**config.mk**
```make
export PLATFORM = sky130hd
export DESIGN_NAME = cdb_arbiter_flat
export DESIGN_NICKNAME = d
export VERILOG_FILES = /design/src/rtl/cdb_arbiter_if.sv /design/src/rtl/cdb_arbiter.sv /design/src/flat_wrapper.sv
export SDC_FILE = /design/constraint.sdc
export NUM_CORES = 1
export LEC_CHECK = 0
export ABC_AREA = 1
export BUFFER_PORTS_ARGS = -buffer_cell sky130_fd_sc_hd__buf_2
export CAP_MARGIN = 25
export CORE_AREA = 10 10 294 296
export CTS_BUF_LIST = sky130_fd_sc_hd__clkbuf_4 sky130_fd_sc_hd__clkbuf_8
export CTS_CLUSTER_DIAMETER = 40
export DETAILED_ROUTE_END_ITERATION = 16
export DIE_AREA = 0 0 304 306
export HOLD_SLACK_MARGIN = 0.15
export PLACE_DENSITY_LB_ADDON = 0.2
export RECOVER_POWER = 50
export SETUP_SLACK_MARGIN = 0.2
export SLEW_MARGIN = 15
export SYNTH_ARGS = -nofsm -noshare
export SYNTH_HDL_FRONTEND = slang
export SYNTH_SLANG_ARGS = --single-unit
```
**constraint.sdc**
```tcl
create_clock -name clock -period 10 [get_ports clock]
set_clock_uncertainty 0.2 [all_clocks]
set_input_delay 2 -clock clock [delete_from_list [all_inputs] [get_ports clock]]
set_output_delay 2 -clock clock [all_outputs]
set_load 0.05 [all_outputs]
```
**src/rtl/cdb_arbiter_if.sv**
```systemverilog
// Producer-side result inputs plus CDB broadcast and regfile writeback lanes of cdb_arbiter.
// Channel c / lane l occupy slice [c*W +: W] / [l*W +: W] of each bus.
interface cdb_arbiter_if #(
    parameter int NUM_CH  = 3,
    parameter int NUM_CDB = 2,
    parameter int TAG_W   = 5,
    parameter int XLEN    = 32
) ();
    logic [NUM_CH-1:0]         in_valid;
    logic [NUM_CH-1:0]         in_ready;
    logic [NUM_CH*TAG_W-1:0]   in_tag;
    logic [NUM_CH*5-1:0]       in_dest;
    logic [NUM_CH*XLEN-1:0]    in_result;
    logic [NUM_CH*XLEN-1:0]    in_pc;
    logic [NUM_CH-1:0]         in_take_branch;

    logic [NUM_CDB-1:0]        cdb_valid;
    logic [NUM_CDB*TAG_W-1:0]  cdb_tag;
    logic [NUM_CDB*5-1:0]      cdb_dest;
    logic [NUM_CDB*XLEN-1:0]   cdb_value;
    logic [NUM_CDB-1:0]        cdb_take_branch;
    logic [NUM_CDB*XLEN-1:0]   cdb_alu_result;
    logic [NUM_CDB-1:0]        wb_en;
    logic [NUM_CDB*5-1:0]      wb_idx;
    logic [NUM_CDB*XLEN-1:0]   wb_data;

    modport master (
        output in_valid, in_tag, in_dest, in_result, in_pc, in_take_branch,
        input  in_ready,
        input  cdb_valid, cdb_tag, cdb_dest, cdb_value, cdb_take_branch, cdb_alu_result,
        input  wb_en, wb_idx, wb_data
    );

    modport slave (
        input  in_valid, in_tag, in_dest, in_result, in_pc, in_take_branch,
        output in_ready,
        output cdb_valid, cdb_tag, cdb_dest, cdb_value, cdb_take_branch, cdb_alu_result,
        output wb_en, wb_idx, wb_data
    );
endinterface

```
**src/rtl/cdb_arbiter.sv**
```systemverilog
// Per-channel result FIFOs drained round-robin onto NUM_CDB CDB/writeback lanes.
// Latency 1 cycle accept->broadcast; in_ready low when a FIFO is full or during flush/reset.
module cdb_arbiter #(
    parameter int NUM_CH  = 3,
    parameter int NUM_CDB = 2,
    parameter int DEPTH   = 2,
    parameter int TAG_W   = 5,
    parameter int XLEN    = 32
) (
    input  logic         clock,
    input  logic         reset,
    input  logic         flush,
    cdb_arbiter_if.slave bus
);
    localparam int CH_W  = (NUM_CH > 1) ? $clog2(NUM_CH) : 1;
    localparam int PTR_W = $clog2(DEPTH);
    localparam int CNT_W = $clog2(DEPTH + 1);

    typedef struct packed {
        logic [TAG_W-1:0] tag;
        logic [4:0]       dest;
        logic [XLEN-1:0]  result;
        logic [XLEN-1:0]  pc;
        logic             take_branch;
    } entry_t;

    entry_t             mem_q    [NUM_CH][DEPTH];
    entry_t             mem_d    [NUM_CH][DEPTH];
    logic [PTR_W-1:0]   wr_ptr_q [NUM_CH];
    logic [PTR_W-1:0]   wr_ptr_d [NUM_CH];
    logic [PTR_W-1:0]   rd_ptr_q [NUM_CH];
    logic [PTR_W-1:0]   rd_ptr_d [NUM_CH];
    logic [CNT_W-1:0]   count_q  [NUM_CH];
    logic [CNT_W-1:0]   count_d  [NUM_CH];
    logic [CH_W-1:0]    rr_ptr_q;
    logic [CH_W-1:0]    rr_ptr_d;

    logic               active;
    logic [NUM_CH-1:0]  ready;
    logic [NUM_CH-1:0]  push;
    logic [NUM_CH-1:0]  pop;
    entry_t             head     [NUM_CH];
    logic [NUM_CDB-1:0] lane_vld;
    entry_t             lane_ent [NUM_CDB];
    logic [XLEN-1:0]    lane_val [NUM_CDB];

    assign active       = !reset && !flush;
    assign bus.in_ready = ready;

    always_comb begin
        ready = '0;
        push  = '0;
        mem_d = mem_q;
        head  = '{default: '0};
        for (int c = 0; c < NUM_CH; c++) begin
            ready[c] = active && (count_q[c] < CNT_W'(DEPTH));
            push[c]  = bus.in_valid[c] && ready[c];
            head[c]  = mem_q[c][rd_ptr_q[c]];
            if (push[c]) begin
                mem_d[c][wr_ptr_q[c]] = '{tag:         bus.in_tag[c*TAG_W +: TAG_W],
                                          dest:        bus.in_dest[c*5 +: 5],
                                          result:      bus.in_result[c*XLEN +: XLEN],
                                          pc:          bus.in_pc[c*XLEN +: XLEN],
                                          take_branch: bus.in_take_branch[c]};
            end
        end
    end

    // Scan from rr_ptr with wrap; lanes fill in scan order, one entry per channel.
    always_comb begin
        logic [CH_W:0]   idx_w;
        logic [CH_W:0]   nxt_w;
        logic [CH_W-1:0] idx;
        int              n_gnt;
        pop      = '0;
        lane_vld = '0;
        lane_ent = '{default: '0};
        rr_ptr_d = rr_ptr_q;
        idx_w    = '0;
        nxt_w    = '0;
        idx      = '0;
        n_gnt    = 0;
        for (int k = 0; k < NUM_CH; k++) begin
            idx_w = {1'b0, rr_ptr_q} + (CH_W+1)'(k);
            if (idx_w >= (CH_W+1)'(NUM_CH)) begin
                idx_w = idx_w - (CH_W+1)'(NUM_CH);
            end
            idx = idx_w[CH_W-1:0];
            if (active && (count_q[idx] != '0) && (n_gnt < NUM_CDB)) begin
                pop[idx] = 1'b1;
                for (int l = 0; l < NUM_CDB; l++) begin
                    if (l == n_gnt) begin
                        lane_vld[l] = 1'b1;
                        lane_ent[l] = head[idx];
                    end
                end
                n_gnt    = n_gnt + 1;
                nxt_w    = {1'b0, idx} + (CH_W+1)'(1);
                rr_ptr_d = (nxt_w == (CH_W+1)'(NUM_CH)) ? '0 : nxt_w[CH_W-1:0];
            end
        end
    end

    always_comb begin
        for (int c = 0; c < NUM_CH; c++) begin
            wr_ptr_d[c] = wr_ptr_q[c] + PTR_W'(push[c]);
            rd_ptr_d[c] = rd_ptr_q[c] + PTR_W'(pop[c]);
            count_d[c]  = count_q[c] + CNT_W'(push[c]) - CNT_W'(pop[c]);
            if (flush) begin
                wr_ptr_d[c] = '0;
                rd_ptr_d[c] = '0;
                count_d[c]  = '0;
            end
        end
    end

    always_ff @(posedge clock) begin
        if (reset) begin
            wr_ptr_q <= '{default: '0};
            rd_ptr_q <= '{default: '0};
            count_q  <= '{default: '0};
            rr_ptr_q <= '0;
        end else begin
            wr_ptr_q <= wr_ptr_d;
            rd_ptr_q <= rd_ptr_d;
            count_q  <= count_d;
            rr_ptr_q <= rr_ptr_d;
        end
        mem_q <= mem_d;
    end

    // Idle lanes carry an all-zero entry, so every lane field reads 0 without extra gating.
    always_comb begin
        bus.cdb_valid       = '0;
        bus.cdb_tag         = '0;
        bus.cdb_dest        = '0;
        bus.cdb_value       = '0;
        bus.cdb_take_branch = '0;
        bus.cdb_alu_result  = '0;
        bus.wb_en           = '0;
        bus.wb_idx          = '0;
        bus.wb_data         = '0;
        lane_val            = '{default: '0};
        for (int l = 0; l < NUM_CDB; l++) begin
            lane_val[l] = lane_ent[l].take_branch ? (lane_ent[l].pc + XLEN'(4)) : lane_ent[l].result;
            bus.cdb_valid[l]                   = lane_vld[l];
            bus.cdb_tag[l*TAG_W +: TAG_W]      = lane_ent[l].tag;
            bus.cdb_dest[l*5 +: 5]             = lane_ent[l].dest;
            bus.cdb_value[l*XLEN +: XLEN]      = lane_val[l];
            bus.cdb_take_branch[l]             = lane_vld[l] && lane_ent[l].take_branch;
            bus.cdb_alu_result[l*XLEN +: XLEN] = lane_ent[l].result;
            bus.wb_en[l]                       = lane_vld[l] && (lane_ent[l].dest != 5'd0);
            bus.wb_idx[l*5 +: 5]               = lane_ent[l].dest;
            bus.wb_data[l*XLEN +: XLEN]        = lane_val[l];
        end
    end
endmodule

```
**src/flat_wrapper.sv**
```systemverilog
// flat-port wrapper written by rule: the top's interface ports become plain ports
module cdb_arbiter_flat 
#(
    parameter int NUM_CH  = 3,
    parameter int NUM_CDB = 2,
    parameter int DEPTH   = 2,
    parameter int TAG_W   = 5,
    parameter int XLEN    = 32
)
  (clock, reset, flush, bus_in_valid, bus_in_tag, bus_in_dest, bus_in_result, bus_in_pc, bus_in_take_branch, bus_in_ready, bus_cdb_valid, bus_cdb_tag, bus_cdb_dest, bus_cdb_value, bus_cdb_take_branch, bus_cdb_alu_result, bus_wb_en, bus_wb_idx, bus_wb_data);
  cdb_arbiter_if #(.NUM_CH(NUM_CH), .NUM_CDB(NUM_CDB), .TAG_W(TAG_W), .XLEN(XLEN)) bus_i ();
  input  logic clock;
  input  logic reset;
  input  logic flush;
  input wire logic [$bits(bus_i.in_valid)-1:0] bus_in_valid;
  input wire logic [$bits(bus_i.in_tag)-1:0] bus_in_tag;
  input wire logic [$bits(bus_i.in_dest)-1:0] bus_in_dest;
  input wire logic [$bits(bus_i.in_result)-1:0] bus_in_result;
  input wire logic [$bits(bus_i.in_pc)-1:0] bus_in_pc;
  input wire logic [$bits(bus_i.in_take_branch)-1:0] bus_in_take_branch;
  output wire logic [$bits(bus_i.in_ready)-1:0] bus_in_ready;
  output wire logic [$bits(bus_i.cdb_valid)-1:0] bus_cdb_valid;
  output wire logic [$bits(bus_i.cdb_tag)-1:0] bus_cdb_tag;
  output wire logic [$bits(bus_i.cdb_dest)-1:0] bus_cdb_dest;
  output wire logic [$bits(bus_i.cdb_value)-1:0] bus_cdb_value;
  output wire logic [$bits(bus_i.cdb_take_branch)-1:0] bus_cdb_take_branch;
  output wire logic [$bits(bus_i.cdb_alu_result)-1:0] bus_cdb_alu_result;
  output wire logic [$bits(bus_i.wb_en)-1:0] bus_wb_en;
  output wire logic [$bits(bus_i.wb_idx)-1:0] bus_wb_idx;
  output wire logic [$bits(bus_i.wb_data)-1:0] bus_wb_data;
  assign bus_i.in_valid = bus_in_valid;
  assign bus_i.in_tag = bus_in_tag;
  assign bus_i.in_dest = bus_in_dest;
  assign bus_i.in_result = bus_in_result;
  assign bus_i.in_pc = bus_in_pc;
  assign bus_i.in_take_branch = bus_in_take_branch;
  assign bus_in_ready = bus_i.in_ready;
  assign bus_cdb_valid = bus_i.cdb_valid;
  assign bus_cdb_tag = bus_i.cdb_tag;
  assign bus_cdb_dest = bus_i.cdb_dest;
  assign bus_cdb_value = bus_i.cdb_value;
  assign bus_cdb_take_branch = bus_i.cdb_take_branch;
  assign bus_cdb_alu_result = bus_i.cdb_alu_result;
  assign bus_wb_en = bus_i.wb_en;
  assign bus_wb_idx = bus_i.wb_idx;
  assign bus_wb_data = bus_i.wb_data;
  cdb_arbiter #(.NUM_CH(NUM_CH), .NUM_CDB(NUM_CDB), .DEPTH(DEPTH), .TAG_W(TAG_W), .XLEN(XLEN)) u_core (.clock(clock), .reset(reset), .flush(flush), .bus(bus_i));
endmodule
```
-- After elaboration in Yosys (flattened, before gate mapping)
Index checks and enable logic that the tools add are counted.
- flip-flop bits (word level): 464
- bits of input ports: 231
- word-level logic and storage cells: 210
- add/subtract/negate cells: 23
- $lt $le $gt $ge: 26
- eq/ne operators: 5
- mux-type cells: 72
- bitwise operators: 11
- reduce and logical (&&, ||, !) cells: 33
- operator list (cell ; number):
    $mux 75 ; 23
    $bmux 75 s2 ; 3
    $bwmux 150 ; 3
    $mux 150 ; 2
    $demux 75 s1 ; 3
    $mux 32 ; 3
    $add 32x3->32 const B ; 2
    $logic_not 32->1 ; 2
    $mux 2 ; 17
    $eq 2x32->1 const A ; 1
    $lt 32x3->1 const B ; 1
    $logic_and 1x1->1 ; 22
    $ge 2x2->1 const B ; 7
    $add 2x1->3 const B ; 4
    $bmux 2 s2 ; 3
    $not 1->2 ; 6
    $reduce_bool 5->1 ; 2
    $eq 3x2->1 const B ; 3
    $ge 3x3->1 const B ; 3
    $lt 2x3->1 const B ; 3
    $mux 1 ; 9
    $mux 3 ; 3
    $not 2->3 ; 3
    $add 1x1->1 ; 6
    other kinds (17) ; 36

-- Depth between registers and ports, before layout
- depth in word-level cells: 17
- gate-level depth with buffers: 30
- gate-level depth less buffers: 25

-- Least setup slack after synthesis
OpenSTA, ideal clock, no wires.
- kind: input to output
- start point: input port flush
- end point: output port bus_wb_data[10]
- data arrival time: 6.152 ns
- data required time: 7.800 ns
- setup slack: 1.648 ns
- stages on the path: 21
- cell sequence: nor2_4 nand3_2 nor2_4 buf_4 buf_4 clkbuf_1 ha_1 inv_1 nand4_4 clkinv_2 buf_6 nand2_1 nand2_1 inv_1 ha_1 nand2_1 nor2_2 nand2_1 xor2_1 o21ai_0 buf_4
- word-level cells in the longest chain between the ends: 12
- elaborated cells between the ends (all ways): 21
- ends and longest elaborated chain (element ; line ; source):
    start, declared ; flat_wrapper.sv:14 ; input logic flush;
    $logic_not 1->1 (*) ; cdb_arbiter.sv:47 ; assign active = !reset && !flush;
    $logic_and 1x1->1 (*) ; cdb_arbiter.sv:47 ;
    $logic_and 1x1->1 ; cdb_arbiter.sv:89 ; if (active && (count_q[idx] != '0) && (n_gnt < NUM_CDB)) begin
    $mux 1 ; cdb_arbiter.sv:89 ;
    $lt 1x2->1 ; cdb_arbiter.sv:89 ;
    $logic_and 1x1->1 ; cdb_arbiter.sv:89 ;
    $mux 32 ; cdb_arbiter.sv:89 ;
    $lt 32x3->1 or $logic_not 32->1 (tied branches) ; cdb_arbiter.sv:89, cdb_arbiter.sv:92 ;
    $logic_and 1x1->1 or $mux 75 (tied branches) ; cdb_arbiter.sv:89, cdb_arbiter.sv:92 ;
    $mux 150 (*) ; cdb_arbiter.sv:89 ;
    $add 32x3->32 ; cdb_arbiter.sv:145 ; lane_val[l] = lane_ent[l].take_branch ? (lane_ent[l].pc + XLEN'(4)) : lane_ent[l].result;
    $mux 32 (*) ; cdb_arbiter.sv:145 ;
    end, declared ; flat_wrapper.sv:30 ; output wire logic [$bits(bus_i.wb_data)-1:0] bus_wb_data;
Every way passes the cells marked *; elsewhere a longest branch is shown, timed or not.

-- Worst setup path in the final report
- start point: input port reset
- end point: output port bus_cdb_value[52]
- word-level cells in the longest chain between the ends: 12
- elaborated cells between the ends (all ways): 20
- ends and longest elaborated chain (element ; line ; source):
    start, declared ; flat_wrapper.sv:13 ; input logic reset;
    $logic_not 1->1 (*) ; cdb_arbiter.sv:47 ;
    $logic_and 1x1->1 (*) ; cdb_arbiter.sv:47 ;
    $logic_and 1x1->1 ; cdb_arbiter.sv:89 ;
    $mux 1 ; cdb_arbiter.sv:89 ;
    $lt 1x2->1 ; cdb_arbiter.sv:89 ;
    $logic_and 1x1->1 ; cdb_arbiter.sv:89 ;
    $mux 32 ; cdb_arbiter.sv:89 ;
    $lt 32x3->1 or $eq 2x32->1 (tied branches) ; cdb_arbiter.sv:89, cdb_arbiter.sv:92 ;
    $logic_and 1x1->1 or $mux 75 (tied branches) ; cdb_arbiter.sv:89, cdb_arbiter.sv:92 ;
    $mux 150 (*) ; cdb_arbiter.sv:89 ;
    $add 32x3->32 ; cdb_arbiter.sv:145 ;
    $mux 32 (*) ; cdb_arbiter.sv:145 ;
    end, declared ; flat_wrapper.sv:25 ; output wire logic [$bits(bus_i.cdb_value)-1:0] bus_cdb_value;
Marks and branches as above.

==> run summary <==
status: finished, violations left
failing checks: max-capacitance violations, max-slew violations
fillers: 8185
register area: 13800 um^2
synthesized flop and latch total: 464
final period utilization: 88.2%
Seq/Total Area, Yosys: 49.3%
WHS Endpoint: u_core.count_q[1]$_SDFF_PP0_
Die Wd: 304 um
Synth Instances: 3486
CTS Root Cell: clkbuf_8
DR WL/cell: 25.2 um
Slew Limit Fails: 128
power share of the clock group: 28.0%
Comb pwr share: 42.8%
delay-heaviest family, CP: simple AND/OR/NAND/NOR gates
DR pass1 iterations: 5
Post-synth top cells: nand2_1 (1377), edfxtp_1 (450), nor2_1 (241)
Hold WS: 0.298 ns
CP Buf/Inv Count: 5
total congestion overflow: 0
Critical Path RT: 7.80 ns
final setup fails: 0
Critical Path AT: 6.62 ns
post-CTS setup buffers: 0
clk buf depth: 3
FP Rows: 104
CP Cell Sequence: clkbuf_1 -> nor2_4 -> nand3_2 -> nor2_4 -> inv_4 -> ha_1 -> nand4_4 -> buf_4 -> inv_2 -> o21ai_2 -> ha_1 -> nand3_2 -> nor2_2 -> nand2_1 -> nor2_2 -> nand2_1 -> nand2_1 -> nand3_1 -> nand2_1 -> buf_2
asr flop ratio synth: 0%
RSZ-0062 raised after global routing: false
r2r setup slk: 5.87 ns
IO Port Bufs: 461
Detail Route Antenna Nets: 0
Area Growth Syn to Fin: 15.9%
Startpoint Class: primary input
first-pass GRT wire length: 178000 um
setup_tns: 0 ns
io pins: 462
Reg2Reg Launch Point: u_core.rr_ptr_q[0]$_SDFFE_PP0P_
Sw Share: 45.6%
total CTS buffers: 92
Core ar.: 80300 um^2
Hold Buf Count CTS: 0
largest net degree at the start of global routing: 76
switching power total: 3.46 mW
Int Pwr: 4.14 mW
Vias/cell: 5.38
Max Clk Rate: 0.113 GHz
Initial DRC Count: 2560
ranking of synthesized cells by area: edfxtp_1 (48%), nand2_1 (18%), nand3_1 (3.8%), nor2_1 (3.2%), o21ai_0 (3.2%)
R2R cell count: 17
Max-cap violations: 4
Tmin final: 8.82 ns
hold depth: 1
Util after Layout: 40.4%
pwr dens: 234 nW/um^2
vias in the first global route: 25.8k
placed inst area: 30600 um^2
static leakage: 13.7 nW
clock-pin slew on the worst setup and hold paths: 0.05 ns
Post-CTS Resized: 0
worst-margin pin slew: 2.18 ns
top cell type's share of synthesized area: 48.3%
EDFF count, synth: 450
H-tree Lvls: 3
# clock sinks: 464
total power draw: 7.60 mW
DIE AREA: 93000 um^2
Slew HR: -45.5%
Synth Cell Area: 28000 um^2
dominant synthesized flop cell: edfxtp_1
Initial Util: 34.8%
total of warnings raised by yosys: 0
RePlAce Congestion: 0.955
top-count cell post-synth: nand2_1
slowest CP cell: nor2_4
Setup CP Type: in2out
Yosys top cell by area: edfxtp_1
worst hold path startpoint: u_core.count_q[1]$_SDFF_PP0_
most frequent CP cell: nand2_1
total wire length: 125000 um
Worst Path Max Fanout: 34
CP endpoint kind: output port
DR vias: 26.7k
sequential fraction of design power: 29.1%
Die Span Y: 306 um
Syn Area/Cell: 8.02 um^2
Nets: 4066
Post-Syn Nets: 3738
slowest cell delay on critical path: 0.41 ns
Worst-Skew Late Latency: 0.69 ns
CTS tree: yes
Reg-to-Reg End: u_core.count_q[1]$_SDFF_PP0_
drc violations: 0
Multi-input gate area: 11900 um^2
final instance area: 32400 um^2
Unique masters post-synth: 56
Fin. Hold Viols: 0
gr usage total: 25.6%
Worst Hold Class: reg2reg
antenna violations before repair: 23
DP HPWL: 90500 um
layout cells sized above 1: 16.8%
Max VDD drop: 0.000157 V
cells in the final DEF (no fill, tap or decap), types with 11 or more instances in the layout:
cell,n
o22ai_1,78
inv_1,190
a31oi_1,44
mux2i_1,11
a221oi_1,28
clkbuf_1,123
buf_2,336
o211ai_1,19
clkinvlp_4,11
and2_1,14
diode_2,14
o32ai_1,24
nor2_2,23
nor2_1,241
dfxtp_1,11
o21ai_0,180
nand3_1,210
or2_2,13
o21ai_2,17
edfxtp_1,450
ha_1,18
inv_2,14
a21oi_1,94
clkbuf_8,92
buf_4,46
clkbuf_4,22
xor2_1,18
clkinv_1,20
nand2_2,12
nand2_1,1376
o21ai_1,26
nand3b_1,13
worst max path at each step:
stage | from | endpoint | slack (ns) | cells after the start
floorplan | flush | bus_wb_data[10] | 1.65 | 21
detailed placement | reset | bus_cdb_value[52] | 1.30 | 20
global route | reset | bus_cdb_value[52] | 0.92 | 20
global placement | reset | bus_cdb_value[52] | 1.36 | 20
finish | reset | bus_cdb_value[52] | 1.18 | 20
CTS | reset | bus_cdb_value[52] | 1.29 | 20
routing by layer:
metal / track usage (%) / vias to the layer above / share of wire [%] / wire [um]
met5: 0 / - / 0.016 / 20
li1: - / 12340 / - / -
met4: 10.5 / 2 / 3.5 / 4390
met2: 43.2 / 1404 / 48 / 59900
met1: 31.6 / 12735 / 40 / 50200
met3: 5.40 / 225 / 8.6 / 10800
cell type report:
| type | count | share of cell area [%] |
|---|---|---|
| sequential | 464 | 42.6 |
| multi-input combinational | 2534 | 36.6 |
| timing repair buffer | 509 | 7.83 |
| clock buffer | 114 | 4.42 |
| tap | 1060 | 4.09 |
| inverter | 213 | 2.50 |
| clock inverter | 55 | 1.83 |
| antenna | 14 | 0.108 |
cell families after synthesis:
family	Yosys count	synth area share [%]
AOI/OAI and AO/OA	536	11.6
and+or+nand+nor	1939	28.4
buffers and inverters	488	8.46
muxes	11	0.394
DFF	464	49.3
adders and majority gates	21	0.940
xor gates and xnor gates	27	0.846
worst register-to-register path: stages, from the launching register on:
cell	delay (ns)
dfxtp_1	0.38
inv_1	0.11
ha_4	0.30
inv_4	0.38
a21oi_1	0.22
nor2_4	0.45
ha_1	0.25
inv_1	0.12
nand3_1	0.25
inv_1	0.13
nand2_1	0.07
o221ai_1	0.22
ha_1	0.35
inv_1	0.04
ha_1	0.17
xor2_1	0.19
o21ai_0	0.11
a21oi_1	0.13
metrics by stage:
stage | setup WS [ns] | cells
2_1_floorplan | 1.65 | 3486
4_1_cts | 1.29 | 4948
6_report | 1.18 | 4963
3_3_place_gp | 1.36 | 4776
5_1_grt | 0.919 | 4962
3_5_place_dp | 1.30 | 4779
power groups by stage:
| stage | registers [mW] | clock network (mW) | logic (mW) |
|---|---|---|---|
| after floorplan | 2.24 | 0 | 2.26 |
| after global placement | 2.25 | 0 | 3.21 |
| after detailed placement | 2.25 | 0 | 3.20 |
| after CTS | 2.21 | 2.17 | 3.21 |
| after global routing | 2.22 | 2.26 | 3.45 |
| final | 2.21 | 2.13 | 3.25 |
flip-flops by register name, indices dropped and copies added (netlist names):
| register | cells |
|---|---|
| u_core.rr_ptr_q | 2 |
| u_core.count_q | 6 |
| u_core.rd_ptr_q | 3 |
| u_core.wr_ptr_q | 3 |
| u_core.mem_q | 450 |
Note: power is estimated with default switching activity, not from simulation.
